`config.mk`:
```
export PLATFORM = sky130hd
export DESIGN_NAME = inst_enc
export DESIGN_NICKNAME = d
export VERILOG_FILES = /design/src/rtl/inst_enc.sv
export SDC_FILE = /design/constraint.sdc
export NUM_CORES = 1
export LEC_CHECK = 0
export CELL_PAD_IN_SITES_DETAIL_PLACEMENT = 1
export CELL_PAD_IN_SITES_GLOBAL_PLACEMENT = 2
export CORE_ASPECT_RATIO = 0.8
export CORE_MARGIN = 10
export CORE_UTILIZATION = 23
export CTS_BUF_LIST = sky130_fd_sc_hd__clkbuf_4
export DETAILED_ROUTE_END_ITERATION = 16
export GPL_ROUTABILITY_DRIVEN = 0
export PLACE_DENSITY_LB_ADDON = 0.1
export SETUP_SLACK_MARGIN = 0.1
export SLEW_MARGIN = 20
export SYNTH_ARGS = -nofsm -noshare
export SYNTH_HDL_FRONTEND = slang
export SYNTH_SLANG_ARGS = --single-unit
```
`constraint.sdc`:
```
create_clock -name clk -period 3.2 [get_ports clk]
set_input_delay 0.8 -clock clk [delete_from_list [all_inputs] [get_ports clk]]
set_output_delay 0.8 -clock clk [all_outputs]
set_load 0.005 [all_outputs]
```
`src/rtl/inst_enc.sv`:
```
// Streaming RISC-V instruction encoder: packs decoded fields (I/S formats) into
// 32-bit words with a range-checked immediate and a dense, sequential write address.
module inst_enc #(
   parameter int                 ADDR_W    = 32,
   parameter logic [ADDR_W-1:0]  BASE_ADDR = {ADDR_W{1'b0}},
   parameter int                 CNT_W     = 8
) (
   input  logic              clk,
   input  logic              rst,
   input  logic              in_valid,
   output logic              in_ready,
   input  logic [6:0]        opcode,
   input  logic [2:0]        funct3,
   input  logic [6:0]        funct7,
   input  logic [4:0]        rd,
   input  logic [4:0]        rs1,
   input  logic [4:0]        rs2,
   input  logic [31:0]       imm,
   output logic              out_valid,
   input  logic              out_ready,
   output logic [31:0]       inst_o,
   output logic [ADDR_W-1:0] addr_o,
   output logic              err_o,
   output logic [CNT_W-1:0]  err_cnt_o
);

   localparam logic [6:0]  OP_I_ARITH = 7'b0010011;
   localparam logic [6:0]  OP_I_LOAD  = 7'b0000011;
   localparam logic [6:0]  OP_S       = 7'b0100011;
   localparam logic [31:0] NOP_WORD   = 32'h0000_0013;

   logic              r_valid;
   logic [31:0]       r_inst;
   logic              r_err;
   logic [CNT_W-1:0]  r_err_cnt;
   logic [ADDR_W-1:0] r_addr;

   logic              w_in_acc;
   logic              w_out_acc;
   logic              w_imm12_ok;
   logic              w_shamt_ok;
   logic [31:0]       w_inst;
   logic              w_err;

   // 12-bit signed immediates need imm[31:11] to be a pure sign extension.
   function automatic logic fits_simm12(input logic [31:0] v);
      return (&v[31:11]) || !(|v[31:11]);
   endfunction

   assign in_ready   = !r_valid || out_ready;
   assign w_in_acc   = in_valid && in_ready;
   assign w_out_acc  = r_valid && out_ready;
   assign w_imm12_ok = fits_simm12(imm);
   assign w_shamt_ok = !(|imm[31:5]);

   // Field packing per format; illegal opcode or out-of-range immediate yields a NOP.
   always_comb begin
      w_inst = NOP_WORD;
      w_err  = 1'b1;
      case (opcode)
         OP_I_ARITH: begin
            if ((funct3 == 3'b001) || (funct3 == 3'b101)) begin
               w_inst = {funct7, imm[4:0], rs1, funct3, rd, opcode};
               w_err  = !w_shamt_ok;
            end else begin
               w_inst = {imm[11:0], rs1, funct3, rd, opcode};
               w_err  = !w_imm12_ok;
            end
         end
         OP_I_LOAD: begin
            w_inst = {imm[11:0], rs1, funct3, rd, opcode};
            w_err  = !w_imm12_ok;
         end
         OP_S: begin
            w_inst = {imm[11:5], rs2, rs1, funct3, imm[4:0], opcode};
            w_err  = !w_imm12_ok;
         end
         default: begin
            w_inst = NOP_WORD;
            w_err  = 1'b1;
         end
      endcase
      if (w_err) begin
         w_inst = NOP_WORD;
      end else begin
         w_inst = w_inst;
      end
   end

   // Single output stage: reload on input accept, drain on output accept.
   always_ff @(posedge clk) begin
      if (rst) begin
         r_valid   <= 1'b0;
         r_inst    <= 32'h0000_0000;
         r_err     <= 1'b0;
         r_err_cnt <= {CNT_W{1'b0}};
      end else if (w_in_acc) begin
         r_valid <= 1'b1;
         r_inst  <= w_inst;
         r_err   <= w_err;
         if (w_err && (r_err_cnt != {CNT_W{1'b1}})) begin
            r_err_cnt <= r_err_cnt + {{(CNT_W-1){1'b0}}, 1'b1};
         end else begin
            r_err_cnt <= r_err_cnt;
         end
      end else if (w_out_acc) begin
         r_valid <= 1'b0;
      end else begin
         r_valid <= r_valid;
      end
   end

   // Address of the presented word; every accepted word, errored or not, consumes one slot.
   always_ff @(posedge clk) begin
      if (rst) begin
         r_addr <= BASE_ADDR;
      end else if (w_out_acc) begin
         r_addr <= r_addr + {{(ADDR_W-3){1'b0}}, 3'd4};
      end else begin
         r_addr <= r_addr;
      end
   end

   assign out_valid = r_valid;
   assign inst_o    = r_inst;
   assign addr_o    = r_addr;
   assign err_o     = r_err;
   assign err_cnt_o = r_err_cnt;

endmodule
```
==> implementation parameters, run 1 <==
Parameter                              Value

Outcome
  Run status    finished, final reports clean

Global routing
  Maximum number of pins on one net before global-route repair    30
  GR Util All Layers    0.1172
  Leftover overflow at the end of global routing    0
  Vias in the first global route    3,305
  Number of antenna violations at the first check in global routing    0
  Global-route wire length before repair    17.93 mm

Logic synthesis
  Cells taking the most area after synthesis    dfxtp_1 45%, nand2_1 6.4%, a21oi_1 4.4%, nor2_1 4.4%, a22oi_1 4.0%
  Proportion of synthesized chip area in sequential cells    0.4519
  Post-synthesis cell type with the largest combined area    dfxtp_1
  Summed instance area of the synthesized netlist    3189 µm²
  Most used DFF post-synth    dfxtp_1
  Synth Instances    380
  Asr flop ratio synth    0
  Most instantiated library cell after synthesis    dfxtp_1
  Number of synthesized flops with an enable pin    0
  Post-Syn Area per Cell    8.393 µm²
  Fraction of post-synthesis cell area in the top cell type by area    0.4519
  YS warnings    0
  Leading cell types by count after synthesis    72 x dfxtp_1, 54 x nand2_1, 37 x nor2_1, 28 x a21oi_1, 19 x o21ai_0
  Post-synth cell types    41
  Flip-flop and latch count after synthesis    72

STA
  Final slew viol count    0
  RSZ-0062 raised after global routing    no
  Final setup vio count    0
  Final period utilization    0.9232
  Setup clock skew after layout    15.67 ps
  Hold Vio Cnt, Final    0
  FMAX    0.3385 GHz
  Sum of negative setup slack    0 ps
  Time the worst path needs with I/O delays and setup    2954 ps

Power and ir drop
  Power share of the combinational group    0.112
  Fraction of power spent switching nets    0.2611
  Largest voltage drop on the vdd net    0.0001397 V
  Clock group share of total power    0.351
  Fraction of power consumed by sequential logic    0.538
  Power per unit of standard cell area    340.5 nW/µm²
  Static Leak    1.683 nW
  Sw power    0.4462 mW
  Internal Power    1.263 mW

Critical path
  Crit path max fanout    4
  Setup slack of the most critical reg-to-reg path    830 ps
  Category of the critical setup timing path    in -> out
  Critical Path Source Type    primary input
  Nature of the critical path endpoint    output port
  Data arrival time of the critical path    2150 ps
  CP Data Required Time    2400 ps

Cells and area
  Final-layout fill cell count    1,614
  NumNets Final    605
  Layout cells sized above 1    0.09815
  Post-Route Utilization    0.3704
  Final cell area excluding filler cells    5019 µm²
  Ant diodes    0
  Layout overhead on the synthesized area    57.36%

Routing
  DRC violation count after routing    0
  Total wire length after detailed routing    11.49 mm
  Count of nets left with antenna violations after detail routing    0
  Number of DRC violations after detailed-routing iteration 0    151
  Total number of vias    3,317
  Via density per instance    4.607
  DRT Pass-1 Iters    4
  Routed wire per std cell    15.96 µm

Run
  Number of max-capacitance violations reported    0

Clocking
  TritonCTS clock tree    done
  Clk Latency, worst-skew pair    420 ps
  Hold bufs inserted after CTS    0
  Number of H-tree levels    3
  Clk root buf    clkbuf_4
  Clock sink count    72
  Post-CTS Resized    0
  Buffers from clock root to sink, at most    2
  Setup Fix Bufs, Post-CTS    0
  Number of clock buffers inserted by TritonCTS    9
  Clock transition at the registers of the reported paths    120 ps

Placement
  Total half-perimeter wirelength after legalization and detailed placement    9.090 mm
  Count of buffers from port buffering    140
  Cell area reported after detailed placement    4881 µm²

Floorplan
  Area of the die    19,010 µm²
  Row cnt    38
  Die Wd    151.7 µm
  Effective utilization at floorplan    0.2354
  Chip Height    125.3 µm
  Total I/O pin count    143
  Total core area    13,550 µm²

Hold path
  Worst Hold Class    reg -> reg
[metal layers]
metal	global-route usage	routed length (µm)	up-vias
met5	0	0	-
met4	0.02744	59	0
met3	0.06128	1210	4
met2	0.1802	5128	97
met1	0.1415	5094	1562
li1	-	-	1654
[per-stage QoR]
step | hold slack (ps) | power [mW] | cells | setup slack [ps]
6_report | 468.0 | 1.709 | 720 | 245.8
3_5_place_dp | 446.5 | 1.133 | 704 | 45.02
2_1_floorplan | 448.7 | 0.9892 | 381 | 627.8
4_1_cts | 472.5 | 1.747 | 720 | 240.3
5_1_grt | 483.6 | 1.792 | 720 | 165.5
3_3_place_gp | 436.2 | 1.129 | 704 | 110.9
[power groups by stage]
stage	registers, mW	logic, mW	clock network (mW)
global route	0.922	0.210	0.660
CTS	0.920	0.195	0.633
floorplan	0.938	0.0513	0
finish	0.919	0.191	0.599
detailed placement	0.939	0.193	0
global placement	0.938	0.191	0
[state kept, by name (all words and copies together) (netlist names)]
signal,count
inst_o,32
addr_o,30
err_o,1
err_cnt_o,8
out_valid,1
[cells by family after synthesis]
logic type	after synthesis	synth area share
AO/OA/AOI/OAI	82	0.1652
XOR/XNOR	20	0.05492
adder cells (fa/ha/maj)	2	0.007845
buffers and inverters	24	0.03452
flip-flops	72	0.4519
multiplexers	3	0.01020
other	1	0.001176
AND/OR/NAND/NOR	176	0.2742
[cell usage in the layout, fill, tap and decap left out, types with 3 or more instances in the layout]
cell type        count
nand4_1              9
nand2_1             54
nor4_1               7
dfxtp_1             72
a21oi_1             28
xnor2_1             10
clkdlybuf4s50_1    139
or3_1               12
buf_4               20
o21ai_2             10
clkbuf_4             9
nor3_1               7
and4_1               3
nand3_1             18
nand2b_1             5
and2_1               7
nor2_1              37
inv_1                7
and3_1               7
xor2_1              10
o21ai_0             19
clkinvlp_4           3
a22oi_1             17
[path summary, 6_finish.rpt]
path                                               from                      end  cells past startpoint
worst min register to register  inst_o[12]$_SDFFE_PP0P_  inst_o[12]$_SDFFE_PP0P_                      2
worst max register to register   addr_o[7]$_SDFFE_PP0P_  addr_o[31]$_SDFFE_PP0P_                      6
worst max-delay path                          out_ready                 in_ready                      4
worst min-delay path            inst_o[12]$_SDFFE_PP0P_  inst_o[12]$_SDFFE_PP0P_                      2
[worst max-delay path, stage by stage]
cell             delay [ps]
clkdlybuf4s50_1         480
buf_4                   130
nand2b_1                170
clkdlybuf4s50_1         570
[cell type report]
type | instances | area [µm²] | share of cell area
clock buffer | 9 | 67.56 | 0.01346
sequential | 72 | 1441 | 0.2872
clock inverter | 7 | 70.07 | 0.01396
tap | 180 | 225.2 | 0.04488
timing repair buffer | 160 | 1546 | 0.3082
multi-input combinational | 285 | 1642 | 0.3271
inverter | 7 | 26.28 | 0.005236
Power figures use the tool's default switching activity.
==> inputs of run 2 (changes only) <==
- MAX_ROUTING_LAYER: unset -> met4
==> implementation parameters, run 2 (same netlist as run 1, synthesis figures left out) <==
Parameter                              Value

Critical path
  Data arrival time of the critical path    2150 ps
  Capturing point of the worst reg2reg path    addr_o[31]$_SDFFE_PP0P_
  Category of the critical setup timing path    in -> out
  Nature of the critical path endpoint    output port
  CP Data Required Time    2400 ps
  Longest individual stage delay on the worst path    570 ps
  Worst flop-to-flop path startpoint    addr_o[7]$_SDFFE_PP0P_
  Crit path max fanout    4
  Worst-path cell with the longest stage delay    clkdlybuf4s50_1
  Setup slack of the most critical reg-to-reg path    800 ps
  Register-to-Register Path Depth    6
  Critical Path Source Type    primary input
  Top cell by count, worst path    clkdlybuf4s50_1
  Crit path cell chain    clkdlybuf4s50_1, buf_4, nand2b_1, clkdlybuf4s50_1

Cells and area
  Layout overhead on the synthesized area    57.36%
  Layout cells sized above 1    0.09815
  Final cell area excluding filler cells    5019 µm²
  Most common library cell in the layout ignoring fill and taps    clkdlybuf4s50_1
  Ant diodes    0
  Most frequent cells in the layout    139 x clkdlybuf4s50_1, 72 x dfxtp_1, 54 x nand2_1
  Largest register FFs    32
  NumNets Final    605

Clocking
  TritonCTS clock tree    done
  Clk Latency, worst-skew pair    420 ps
  Post-CTS Resized    0
  Number of clock buffers inserted by TritonCTS    9
  Buffers from clock root to sink, at most    2
  Clk root buf    clkbuf_4
  Setup Fix Bufs, Post-CTS    0
  Clock sink count    72
  Hold bufs inserted after CTS    0
  Number of H-tree levels    3
  Clock transition at the registers of the reported paths    120 ps

Power and ir drop
  Fraction of power consumed by sequential logic    0.538
  Power share of the combinational group    0.112
  Sw power    0.4464 mW
  Internal Power    1.263 mW
  Power per unit of standard cell area    340.6 nW/µm²
  Largest voltage drop on the vdd net    0.0001397 V
  Clock group share of total power    0.350
  Overall power consumption    1.709 mW
  Fraction of power spent switching nets    0.2611
  Static Leak    1.683 nW

STA
  FMAX    0.3388 GHz
  Setup slack after layout    248.4 ps
  Final setup vio count    0
  Final slew viol count    0
  Final period utilization    0.9224
  Sum of negative setup slack    0 ps
  RSZ-0062 raised after global routing    no
  Hold Vio Cnt, Final    0
  Setup clock skew after layout    14.41 ps
  Time the worst path needs with I/O delays and setup    2952 ps

Routing
  Routed wire per std cell    15.98 µm
  DRT Pass-1 Iters    4
  Total wire length after detailed routing    11.51 mm
  Number of DRC violations after detailed-routing iteration 0    137
  DRC violation count after routing    0
  Total number of vias    3,321
  Count of nets left with antenna violations after detail routing    0
  Via density per instance    4.613

Run
  Number of max-capacitance violations reported    0

Hold path
  Worst hold stages    2
  Hold EP    inst_o[12]$_SDFFE_PP0P_
  Worst Hold Class    reg -> reg
  Hold path startpoint    inst_o[12]$_SDFFE_PP0P_

Global routing
  Leftover overflow at the end of global routing    0
  Global-route wire length before repair    17.84 mm
  Maximum number of pins on one net before global-route repair    30
  Vias in the first global route    3,331
  GR Util All Layers    0.1203
  Number of antenna violations at the first check in global routing    0

Floorplan
  Die Wd    151.7 µm
  Area of the die    19,010 µm²
  Effective utilization at floorplan    0.2354
  Row cnt    38
  Total I/O pin count    143
  Chip Height    125.3 µm
  Total core area    13,550 µm²

Outcome
  Run status    finished, final reports clean

Placement
  Total half-perimeter wirelength after legalization and detailed placement    9.090 mm
  Cell area reported after detailed placement    4881 µm²
  Count of buffers from port buffering    140
  Setup Slack @ Placement    45.02 ps
## run 2: cell counts in the layout (fill, tap and decap cells not counted)
Identical to the previous run, type by type.
## run 2: power groups by stage
stage / registers (mW) / logic [mW] / clock network [mW]
after floorplan: 0.938 / 0.0513 / 0
after global placement: 0.938 / 0.191 / 0
after detailed placement: 0.939 / 0.193 / 0
after CTS: 0.920 / 0.195 / 0.633
final: 0.919 / 0.191 / 0.599
after global routing: 0.922 / 0.210 / 0.660
## run 2: critical path: cells and delay by family
kind	cells	cell delay, ps
buffers and inverters	3	1180
and+or+nand+nor	1	170
## run 2: layout make-up
type / instances / area (µm²)
fill: 1614 / 8532
multi-input combinational: 285 / 1642
timing repair buffer: 160 / 1546
sequential: 72 / 1441
tap: 180 / 225.2
clock inverter: 7 / 70.07
clock buffer: 9 / 67.56
inverter: 7 / 26.28
## run 2: worst max-delay path by stage
stage | cells past startpoint | slack [ps] | from | end
final | 4 | 250 | out_ready | in_ready
after floorplan | 7 | 630 | opcode[3] | err_cnt_o[0]$_SDFFE_PP0P_
after global routing | 4 | 170 | out_ready | in_ready
after global placement | 8 | 110 | imm[11] | inst_o[5]$_SDFFE_PP0P_
after CTS | 4 | 240 | out_ready | in_ready
after detailed placement | 8 | 50 | imm[11] | inst_o[9]$_SDFFE_PP0P_
## run 2: per-layer routing
metal,track usage,part of all wire
met3,0.05299,0.088
met5,-,0
met4,0.02744,0.0056
met2,0.1817,0.45
met1,0.1441,0.46
## run 2: stage by stage
step | hold WS (ps) | instances | util
floorplan | 448.7 | 381 | -
global placement | 436.2 | 704 | 0.3602
detailed placement | 446.5 | 704 | 0.3602
CTS | 472.5 | 720 | 0.3704
global route | 483.6 | 720 | 0.3704
finish | 468.9 | 720 | 0.3704
==> inputs of run 3 (changes only) <==
- CTS_CLUSTER_SIZE: unset -> 30
==> results of run 3 <==
Final layout, timing and power as in run 2 (identical DEF).
